$ cat src/rtl/bcd_countdown_timer.sv
// bcd_countdown_timer
//   Programmable multi-digit BCD down counter used as a timeout / interval
//   generator. A validated BCD preset is loaded into the count, counting runs
//   between start and stop, and one BCD decrement happens per enable tick.
//   Reaching zero raises a one-cycle terminal-count strobe. In periodic mode
//   the count is reloaded from the preset on the tick after zero.
//
// Ports
//   clk          rising-edge clock
//   reset        asynchronous, active-low reset
//   load         capture load_value as count and preset (rejected if not BCD)
//   load_value   BCD preset, digit 0 in bits [3:0]
//   start        begin counting from the current q (ignored when q is zero)
//   stop         pause counting, q held
//   enable       count tick, one decrement per cycle high while running
//   auto_reload  1 = periodic, 0 = one-shot
//   q            current BCD count
//   running      high while counting
//   tc           one-cycle pulse in the cycle q first reads zero
//   load_err     one-cycle pulse after a rejected load
module bcd_countdown_timer #(
    parameter int DIGITS = 4
) (
    input  logic                  clk,
    input  logic                  reset,
    input  logic                  load,
    input  logic [4*DIGITS-1:0]   load_value,
    input  logic                  start,
    input  logic                  stop,
    input  logic                  enable,
    input  logic                  auto_reload,
    output logic [4*DIGITS-1:0]   q,
    output logic                  running,
    output logic                  tc,
    output logic                  load_err
);

    localparam int W = 4 * DIGITS;

    // RUN with q == 0 is the pending-reload case of periodic mode, so it
    // needs no state of its own.
    typedef enum logic {
        IDLE = 1'b0,
        RUN  = 1'b1
    } state_t;

    state_t         state;
    state_t         state_next;
    logic [W-1:0]   preset;
    logic [W-1:0]   preset_next;
    logic [W-1:0]   q_next;
    logic           tc_next;
    logic           load_err_next;

    // True when every nibble is a legal BCD digit.
    function automatic logic bcd_valid(input logic [W-1:0] v);
        logic ok;
        ok = 1'b1;
        for (int i = 0; i < DIGITS; i++) begin
            if (v[4*i +: 4] > 4'd9) begin
                ok = 1'b0;
            end
        end
        return ok;
    endfunction

    // BCD decrement with the borrow rippling through all digits in one cycle.
    function automatic logic [W-1:0] bcd_dec(input logic [W-1:0] v);
        logic [W-1:0] r;
        logic         borrow;
        r      = v;
        borrow = 1'b1;
        for (int i = 0; i < DIGITS; i++) begin
            if (borrow) begin
                if (v[4*i +: 4] == 4'd0) begin
                    r[4*i +: 4] = 4'd9;
                end else begin
                    r[4*i +: 4] = v[4*i +: 4] - 4'd1;
                    borrow      = 1'b0;
                end
            end
        end
        return r;
    endfunction

    always_ff @(posedge clk or negedge reset) begin
        if (!reset) begin
            state    <= IDLE;
            q        <= '0;
            preset   <= '0;
            tc       <= 1'b0;
            load_err <= 1'b0;
        end else begin
            state    <= state_next;
            q        <= q_next;
            preset   <= preset_next;
            tc       <= tc_next;
            load_err <= load_err_next;
        end
    end

    // Command priority: load > stop > start > enable.
    always_comb begin
        state_next    = state;
        q_next        = q;
        preset_next   = preset;
        tc_next       = 1'b0;
        load_err_next = 1'b0;

        if (load) begin
            if (bcd_valid(load_value)) begin
                q_next      = load_value;
                preset_next = load_value;
                state_next  = IDLE;
            end else begin
                load_err_next = 1'b1;
            end
        end else if (stop) begin
            state_next = IDLE;
        end else if (start) begin
            if (state == IDLE && q != '0) begin
                state_next = RUN;
            end
        end else if (enable && state == RUN) begin
            if (q == '0) begin
                // Periodic reload: the zero count itself costs one tick.
                q_next = preset;
            end else begin
                q_next = bcd_dec(q);
                if (q_next == '0) begin
                    tc_next = 1'b1;
                    if (!auto_reload) begin
                        state_next = IDLE;
                    end
                end
            end
        end
    end

    assign running = (state == RUN);

endmodule

$ cat config.mk
export PLATFORM = sky130hd
export DESIGN_NAME = bcd_countdown_timer
export DESIGN_NICKNAME = d
export VERILOG_FILES = /design/src/rtl/bcd_countdown_timer.sv
export SDC_FILE = /design/constraint.sdc
export NUM_CORES = 1
export LEC_CHECK = 0
export ABC_AREA = 1
export CAP_MARGIN = 20
export CORE_ASPECT_RATIO = 2
export CORE_MARGIN = 3
export CORE_UTILIZATION = 55
export CTS_CLUSTER_DIAMETER = 100
export DETAILED_ROUTE_END_ITERATION = 8
export DONT_BUFFER_PORTS = 1
export PLACE_DENSITY = 0.77
export SYNTH_ARGS = -nofsm -noshare
export SYNTH_HDL_FRONTEND = slang
export SYNTH_SLANG_ARGS = --single-unit
$ cat constraint.sdc
create_clock -name clk -period 2.65 [get_ports clk]
set_input_delay 0.53 -clock clk [delete_from_list [all_inputs] [get_ports clk]]
set_output_delay 0.53 -clock clk [all_outputs]
set_load 0.05 [all_outputs]
==> results.ini <==
[floorplanning]
fp.dieW_um=50.8
dieHeight_um=95.5
io_pins=42
core_mm2=0.00384
die_area_mm2=0.00485
std_cell_rows=32
initial_core_util_pct=57.3

[power]
seqPwrFrac_pct=32.5
clkPwrFrac_pct=21.2
p_int_mw=1.28
cellLeakagePower_nw=1.28
p_sw_share_pct=45.6
ir_drop_v=0.000711
combPwrFrac_pct=46.2
powerDensity_mw_per_mm2=939
power_switching_mw=1.07

[drt]
routed_wl_um=6130
drc=0
routedWlPerCell_um=16.0
drt-initial-drc-count=77
viasPerCell=5.61
first_pass_iters=4
vias=2149
ant_nets=0

[critical_path]
path_cells=nor2_4, nand2_4, nor2_8, nand2_2, inv_1, nand2_1, o2111ai_1, o211ai_1, o21ai_0
critPathKind=reg -> reg
worstSetupPathDepth=9
reg2reg_depth=9
critPathMaxFanout=14
cp-start-kind=flip-flop
startpoint=q[2]
crit_family=simple AND/OR/NAND/NOR gates
slowest_delay_ns=0.42
crit_required_ns=2.86
arrival_ns=2.03
r2r-start=q[2]
end_kind=flip-flop
cp_num_buf_inv=1
slowest_stage=dfrtp_1

[cells_and_area]
seqCellArea_um2=876
final_layout_size_suffix_gt1_share_pct=15.4
fin_util_pct=65.2
multi_input_area_mm2=0.00115
n_fill_cell=357
final_nets=354
area_delta_synth_final_pct=13.7
diodes=0
stdcell_count=383

[sta]
worstMarginPinSlew_ns=0.458
rsz0062_at_grt=false
hold_violations=0
clock_skew_ns=0.00658
period_needed_ns=1.82
fin_crit_sh_pct=68.8
relSlewSlack_pct=69.5
setup_viol=0
final.setup.tns_ns=0
slew_viol_final=0
clock.fmax_mhz=548

[synth]
ys.warnings.count=0
synthesis.area_mm2=0.00220
synthCells=312
syn_avg_cell_area_um2=7.06
synth_mux_area_share_pct=0
async_flop_share_pct=100
ys_seq_area_share_pct=39.8
synth-compound-area-share_pct=16.8
synthXorXnorAreaFrac_pct=0.398
yosys_register_bits=35
synth-simple-area-share_pct=35.0
synthAdderAreaFrac_pct=0
ys_types=32
synth-edff-count=0
synth_top_family_by_area=simple AND/OR/NAND/NOR gates
ys.flop_type=dfrtp_1
synth_fp_nets=335

[run]
drv_cap=0

[global_routing]
grt_pass1_vias=2152
grt_antenna_before_repair=0
gr-total-overflow=0
grt_pass1_wl_um=9920
grt_max_degree=36
grt_usage_pct=27.6

[clock_tree]
ctsHtreeMaxLevel=2
cts_buffers=5
clk_pin_slew_ns=0.07
clock_latency_ns=0.29
clockBufferDepth=2
clock_sinks=35
cts-root-buf=clkbuf_8
cts_tree=done

[place]
place_congestion=0.964
dp_hpwl_um=4750
dp_cells=374
port_buffers=0

[min_path]
min_path_type=in -> async

[outcome]
status=complete, no violations

[through the flow]
step / instance area [µm²] / hold WS, ns / setup WS (ns) / total power, mW
2_1_floorplan: 2200 / 0.234 / 0.855 / 1.55
3_3_place_gp: 2370 / 0.235 / 0.742 / 1.83
3_5_place_dp: 2370 / 0.235 / 0.651 / 1.84
4_1_cts: 2510 / 0.0705 / 0.824 / 2.36
5_1_grt: 2510 / 0.0609 / 0.616 / 2.49
6_report: 2510 / 0.0624 / 0.826 / 2.35
[path summary, 6_finish.rpt]
check	end	slack [ns]
max	q[1]	0.83
min	load_err	0.06
max reg2reg	q[1]	0.83
min reg2reg	preset[7]	0.47
max in group asynchronous	q[7]	2.40
min in group clk	preset[12]	0.35
[kinds of logic (layout without fill, tap and decap cells)]
kind of cell / count (synthesis) / count (layout)
XOR/XNOR: 1 / 1
buffers and inverters: 42 / 62
AND/OR/NAND/NOR: 171 / 171
flip-flops: 35 / 35
AO/OA/AOI/OAI: 63 / 63
[cells in the mapped netlist (all sizes together), types with 2 or more instances]
library cell,number,area (µm²)
nor2,34,181
a31oi,2,12.5
clkbuf,2,7.51
nand2,114,460
o22ai,4,25.0
inv,31,116
o211ai,12,90.1
buf,8,48.8
nand3,17,90.1
nor3,4,25.0
o21ai,40,208
dfrtp,35,876
o2111ai,2,17.5
a21oi,2,10.0
[layer usage]
metal / up-vias / track usage, % / share of wire (%)
met4: 0 / 16.0 / 5.0
met5: - / 0 / 0
met3: 30 / 4.85 / 5.7
met1: 971 / 27.2 / 34
met2: 91 / 52.0 / 55
li1: 1057 / - / -
[layout make-up]
class                           instances  area share (%)
Multi-Input combinational cell        235            45.9
Sequential cell                        35            34.9
Timing Repair Buffer                   22            7.09
Inverter                               32            4.84
Clock buffer                            6            3.30
Tap cell                               51            2.55
Clock inverter                          2            1.40
[registers in the layout, summed over array words and instances, names as in the netlist]
signal    count
running       1
q            16
load_err      1
preset       16
tc            1
[power by group through the flow]
stage | Clock [mW] | Combinational [mW] | Sequential, mW
after global placement | 0 | 1.06 | 0.771
after detailed placement | 0 | 1.07 | 0.774
final | 0.499 | 1.09 | 0.766
after global routing | 0.527 | 1.18 | 0.779
after floorplan | 0 | 0.475 | 1.07
after CTS | 0.505 | 1.09 | 0.764
[layout by cell type (no fill, tap or decap), drive strengths merged, types with 4 or more instances in the layout]
cell / instances
clkbuf: 6
o21ai: 40
nor2: 34
o22ai: 4
inv: 31
o211ai: 12
nand2: 114
nor3: 4
buf: 22
dfrtp: 35
nand3: 17
[repair_timing]
item                                    in CTS  in global routing
hold endpoints to repair                    35                  0
hold buffers                                 1                  0
gates resized for setup                      0                  0
setup buffers                                0                  0
endpoints found under the setup margin       0                  0
Power figures use the tool's default switching activity.
